`config.mk`:
```
export PLATFORM = sky130hd
export DESIGN_NAME = cache_mem_arbiter
export DESIGN_NICKNAME = d
export VERILOG_FILES = /design/src/rtl/cache_arb_pkg.sv /design/src/rtl/cache_mem_arbiter_blk_word_counter.sv /design/src/rtl/cache_mem_arbiter.sv
export SDC_FILE = /design/constraint.sdc
export NUM_CORES = 1
export LEC_CHECK = 0
export ABC_AREA = 1
export CORE_AREA = 2 2 56 58
export DETAILED_ROUTE_END_ITERATION = 8
export DIE_AREA = 0 0 58 60
export DONT_BUFFER_PORTS = 1
export GPL_ROUTABILITY_DRIVEN = 0
export PLACE_DENSITY_LB_ADDON = 0.3
export SYNTH_ARGS = -nofsm -noshare
export SYNTH_HDL_FRONTEND = slang
export SYNTH_SLANG_ARGS = --single-unit
export TNS_END_PERCENT = 1
```
`constraint.sdc`:
```
create_clock -name clk -period 1.3 [get_ports clk]
set_input_delay 0.39 -clock clk [delete_from_list [all_inputs] [get_ports clk]]
set_output_delay 0.39 -clock clk [all_outputs]
set_load 0.005 [all_outputs]
```
`src/rtl/cache_arb_pkg.sv`:
```
// Shared types and helpers for the cache/main-memory arbiter.
// Holds the arbiter state encoding and the counter width helper.
package cache_arb_pkg;

   typedef enum logic [1:0] {
      IDLE    = 2'd0,
      D_WRITE = 2'd1,
      D_FILL  = 2'd2,
      I_FILL  = 2'd3
   } arb_state_t;

   localparam int DEF_WORDS = 8;

   // Bits needed to index WORDS words; never narrower than one bit.
   function automatic int cnt_w(input int n);
      int w;
      w = 1;
      while ((1 << w) < n) w++;
      return w;
   endfunction

endpackage

```
`src/rtl/cache_mem_arbiter_blk_word_counter.sv`:
```
// Word index counter for block fills: clear, increment enable, last flag.
// Saturates at WORDS-1 so an extra increment never wraps back to word 0.
module blk_word_counter
   import cache_arb_pkg::*;
#(
   parameter int WORDS = DEF_WORDS
) (
   input  logic                      clk,
   input  logic                      rst_n,
   input  logic                      clr,
   input  logic                      inc,
   output logic [cnt_w(WORDS)-1:0]   count,
   output logic                      last
);

   localparam int CW = cnt_w(WORDS);
   localparam logic [CW-1:0] LAST_VAL = CW'(WORDS - 1);

   always_ff @(posedge clk) begin
      if (!rst_n) begin
         count <= '0;
      end else if (clr) begin
         count <= '0;
      end else if (inc && !last) begin
         count <= count + 1'b1;
      end
   end

   assign last = (count == LAST_VAL);

endmodule

```
`src/rtl/cache_mem_arbiter.sv`:
```
// Arbitrates main memory between I-cache fills, D-cache fills and write-through
// stores; sequences block reads, routes returned words and drives pipeline stalls.
module cache_mem_arbiter
   import cache_arb_pkg::*;
#(
   parameter int MEM_LAT = 4,
   parameter int WORDS   = DEF_WORDS,
   parameter int ADDR_W  = 16,
   parameter int DATA_W  = 16
) (
   input  logic                      clk,
   input  logic                      rst_n,
   input  logic                      i_miss,
   input  logic [ADDR_W-1:0]         i_miss_addr,
   input  logic                      d_miss,
   input  logic [ADDR_W-1:0]         d_miss_addr,
   input  logic                      d_wr_req,
   input  logic [ADDR_W-1:0]         d_wr_addr,
   input  logic [DATA_W-1:0]         d_wr_data,
   output logic                      mem_en,
   output logic                      mem_wr,
   output logic [ADDR_W-1:0]         mem_addr,
   output logic [DATA_W-1:0]         mem_wdata,
   input  logic [DATA_W-1:0]         mem_rdata,
   input  logic                      mem_data_valid,
   output logic [DATA_W-1:0]         fill_data,
   output logic [cnt_w(WORDS)-1:0]   fill_word,
   output logic                      i_fill_we,
   output logic                      d_fill_we,
   output logic                      i_fill_done,
   output logic                      d_fill_done,
   output logic                      d_wr_done,
   output logic                      i_stall,
   output logic                      d_cache_miss
);

   localparam int CW = cnt_w(WORDS);
   localparam logic [ADDR_W-1:0] BLK_MASK = ADDR_W'(WORDS * 2 - 1);

   if (MEM_LAT < 1 || WORDS < 2 || (WORDS & (WORDS - 1)) != 0) begin : g_param_check
      $error("cache_mem_arbiter: MEM_LAT must be >= 1 and WORDS a power of two >= 2");
   end

   arb_state_t        state, state_nxt;
   logic [ADDR_W-1:0] base_addr;
   logic              issue_active;
   logic [CW-1:0]     issue_cnt, ret_cnt;
   logic              issue_last, ret_last;
   logic              in_fill, ret_hit;

   assign in_fill = (state == D_FILL) || (state == I_FILL);
   assign ret_hit = in_fill && mem_data_valid;

   // Requests are only looked at in IDLE; a grant runs to completion.
   always_comb begin
      state_nxt = state;
      case (state)
         IDLE: begin
            if (d_wr_req)    state_nxt = D_WRITE;
            else if (d_miss) state_nxt = D_FILL;
            else if (i_miss) state_nxt = I_FILL;
         end
         D_WRITE: state_nxt = IDLE;
         default: if (ret_hit && ret_last) state_nxt = IDLE;
      endcase
   end

   always_ff @(posedge clk) begin
      if (!rst_n) begin
         state        <= IDLE;
         base_addr    <= '0;
         issue_active <= 1'b0;
      end else begin
         state <= state_nxt;
         if (state == IDLE) begin
            issue_active <= (state_nxt == D_FILL) || (state_nxt == I_FILL);
            base_addr    <= (d_miss ? d_miss_addr : i_miss_addr) & ~BLK_MASK;
         end else if (issue_active && issue_last) begin
            issue_active <= 1'b0;
         end
      end
   end

   // Both counters clear on the way back to IDLE so fill_word reads 0 there.
   blk_word_counter #(.WORDS(WORDS)) u_issue_cnt (
      .clk   (clk),
      .rst_n (rst_n),
      .clr   (state_nxt == IDLE),
      .inc   (in_fill && issue_active),
      .count (issue_cnt),
      .last  (issue_last)
   );

   blk_word_counter #(.WORDS(WORDS)) u_ret_cnt (
      .clk   (clk),
      .rst_n (rst_n),
      .clr   (state_nxt == IDLE),
      .inc   (ret_hit),
      .count (ret_cnt),
      .last  (ret_last)
   );

   always_comb begin
      mem_en    = 1'b0;
      mem_wr    = 1'b0;
      mem_addr  = '0;
      mem_wdata = '0;
      if (state == D_WRITE) begin
         mem_en    = 1'b1;
         mem_wr    = 1'b1;
         mem_addr  = d_wr_addr;
         mem_wdata = d_wr_data;
      end else if (in_fill && issue_active) begin
         mem_en   = 1'b1;
         mem_addr = base_addr + (ADDR_W'(issue_cnt) << 1);
      end
   end

   assign fill_data   = mem_rdata;
   assign fill_word   = ret_cnt;
   assign i_fill_we   = (state == I_FILL) && mem_data_valid;
   assign d_fill_we   = (state == D_FILL) && mem_data_valid;
   assign i_fill_done = i_fill_we && ret_last;
   assign d_fill_done = d_fill_we && ret_last;
   assign d_wr_done   = (state == D_WRITE);

   // Stalls are combinational so the pipeline moves in the completion cycle.
   assign i_stall      = i_miss & ~i_fill_done;
   assign d_cache_miss = (d_miss & ~d_fill_done) | (d_wr_req & ~d_wr_done);

endmodule

```
==> run metrics <==
Area Growth Syn to Fin 13.9%; worst setup margin -0.387 ns; CTS root buffer clkbuf_4; Synth Instances 212; share of cells above drive strength 1 28.8%; Vias 1386; P_leak 0.769 nW; dpl hpwl 3150 um; worst slew pin tran 0.232 ns; crit-path cells ha_4, ha_4, nand3_4, nor2_4, buf_4; Slowest-stage cell, CP dfxtp_2; fin nets 303; Setup crit start kind register; max_cap viols 0; Die Height 60 um; Slew Limit Fails 0; clock latency at the later pin of the worst-skew pair 0.31 ns; die area 3480 um2; syn_nets 302; DRT antenna net count 0; Tcrit/Tclk final 130%; relative slew slack 84.5%; vias in the first global route 1268; failing checks negative setup slack; status finished with violations; input/output buffers 0; Die Wd 58 um; CTS Buf Count 3; Synth cell types 23; DRT iter0 DRCs 25; I/O pins 146; CP arrival 1.30 ns; Buf/Inv on CP 1; first-pass GRT wire length 5680 um; clock sinks 21; Max clock buf depth 2; diode count 0; Hold WC Path Type in2reg; RSZ-0062 raised after global routing yes; Layout Skew 0.00614 ns; GR Overflow Total 0; final core utilization 56.4%; register clock-pin slew on the reported worst setup and hold paths 0.12 ns; syn avg cell area 6.78 um2; Final Non-Filler Cells 245; Final setup viols 47; post-synthesis register bit count 21; CTS tree done; CP max FO 3; Avg WL per Cell 15.9 um; Max Fclk 0.593 GHz; number of flops mapped to enable cells by yosys 0; Tmin final 1.69 ns; Synth Flop Type dfxtp_1; residual DRC count 0; H-tree levels 1; Tot Pwr 0.00153 W; Crit. End Element primary output; Crit Path Category reg2out; CP delay by family, top flip-flops; CTS Hold Buffers Added 0; initial core utilization 49.5%; placed cell count 240; final hold violation count 0; Post-Synthesis Cell Area 1440 um2; initial antenna violation count 0; Max rail drop VDD 474 uV; largest net degree at the start of global routing 19; power density over the cells 934 nW/um2; Syn. warnings 0; Crit path largest cell delay 0.37 ns; global-route usage over all layers 21.8%; core area 2900 um2; Req. time, crit path 0.91 ns; Filler cells 284; DR pass1 iterations 4; Async S/R FF share, synth 0%; register area share after synthesis 29.2%; Worst path most repeated cell ha_4; via density per instance 5.66; final WL 3910 um; Rows 20
-- layout make-up --
type	instances	area (um2)	share of cell area, %
multi-input cells	130	802	49.0
flip-flops and latches	21	434	26.5
repair buffers	23	201	12.3
inverters	34	133	8.10
well taps	33	41.3	2.52
clock buffers	4	26.3	1.60
-- worst paths after layout --
check	startpoint	end	slack (ns)	cells past startpoint
setup / recovery	u_ret_cnt.count[1]	d_fill_done	-0.39	5
hold / removal	d_miss	base_addr[15]	0.20	2
setup reg to reg	u_ret_cnt.count[1]	u_issue_cnt.count[0]	-0.10	10
hold reg to reg	issue_active	issue_active	0.51	2
-- cells in the final DEF, fill, tap and decap left out, types with 3 or more instances in the layout --
cell / count
dfxtp_1: 16
inv_1: 30
nor2_4: 3
nand3_1: 5
buf_4: 20
a21oi_1: 25
nor2_1: 16
nor2_2: 12
nand2_1: 25
clkbuf_4: 3
o21ai_0: 13
dfxtp_4: 3
a22o_1: 15
-- cells by family after synthesis --
logic type / Yosys count / share of synthesized area, %
and+or+nand+nor: 67 / 19.5
buffers and inverters: 61 / 21.9
AOI/OAI and AO/OA: 57 / 24.1
DFF: 21 / 29.2
adders and majority gates: 4 / 3.48
xor gates and xnor gates: 2 / 1.74
-- synth_stat cells, types with 2 or more instances --
cell type	n	area, um2
inv_1	31	116
nor2_1	29	109
nand2_1	27	101
a21oi_1	26	130
dfxtp_1	21	420
buf_4	18	135
a22o_1	15	131
o21ai_0	13	65.1
nand3_1	7	35.0
ha_1	4	50.1
buf_2	3	15.0
clkbuf_1	3	11.3
inv_2	3	11.3
buf_6	2	22.5
nor2_4	2	22.5
-- flip-flops by register name, indices dropped and copies added (netlist names) --
| name | flops |
|---|---|
| base_addr | 12 |
| issue_active | 1 |
| state | 2 |
| u_issue_cnt.count | 3 |
| u_ret_cnt.count | 3 |
-- metrics by stage --
step                worst slack, ns  hold WS (ns)  instance area, um2  setup TNS (ns)
finish                       -0.387         0.205                1640          -12.98
global route                 -0.434         0.191                1640          -15.53
CTS                          -0.401         0.190                1630          -13.81
detailed placement           -0.121         0.490                1560           -1.55
global placement            -0.0766         0.485                1560          -0.824
floorplan                   -0.0286         0.468                1520          -0.481
-- timing repair --
item                                   4_1_cts  5_1_grt
buffers inserted                             1        0
gates resized for setup                     12        3
setup endpoints to repair                   47       54
pin swaps                                   11        2
endpoints found under the hold margin        0        0
-- power breakdown --
part	leakage (nW)	switching (W)	internal, W
combinational	0.578	0.000263	0.000198
sequential	0.176	0.0000393	0.000705
clock	0.0150	0.000205	0.000120
total	0.769	0.000507	0.00102
-- worst reg2reg max path, cell delays in order (launching register included) --
cell	delay, ns
dfxtp_2	0.37
ha_4	0.15
ha_4	0.14
nand3_4	0.10
buf_4	0.16
nand2_1	0.06
nand2_1	0.06
inv_2	0.06
nand3_2	0.08
nand2_4	0.10
nor2_1	0.04
-- metal layers --
layer | wire, um | part of all wire [%] | track usage (%) | up-vias
met5 | 0 | 0 | 0 | -
met4 | 110 | 2.8 | 12.0 | 0
met3 | 280 | 7.2 | 3.03 | 13
met2 | 2080 | 53 | 39.0 | 72
met1 | 1440 | 37 | 25.0 | 636
li1 | - | - | - | 665
No activity file was read; power rests on OpenSTA's default activity.
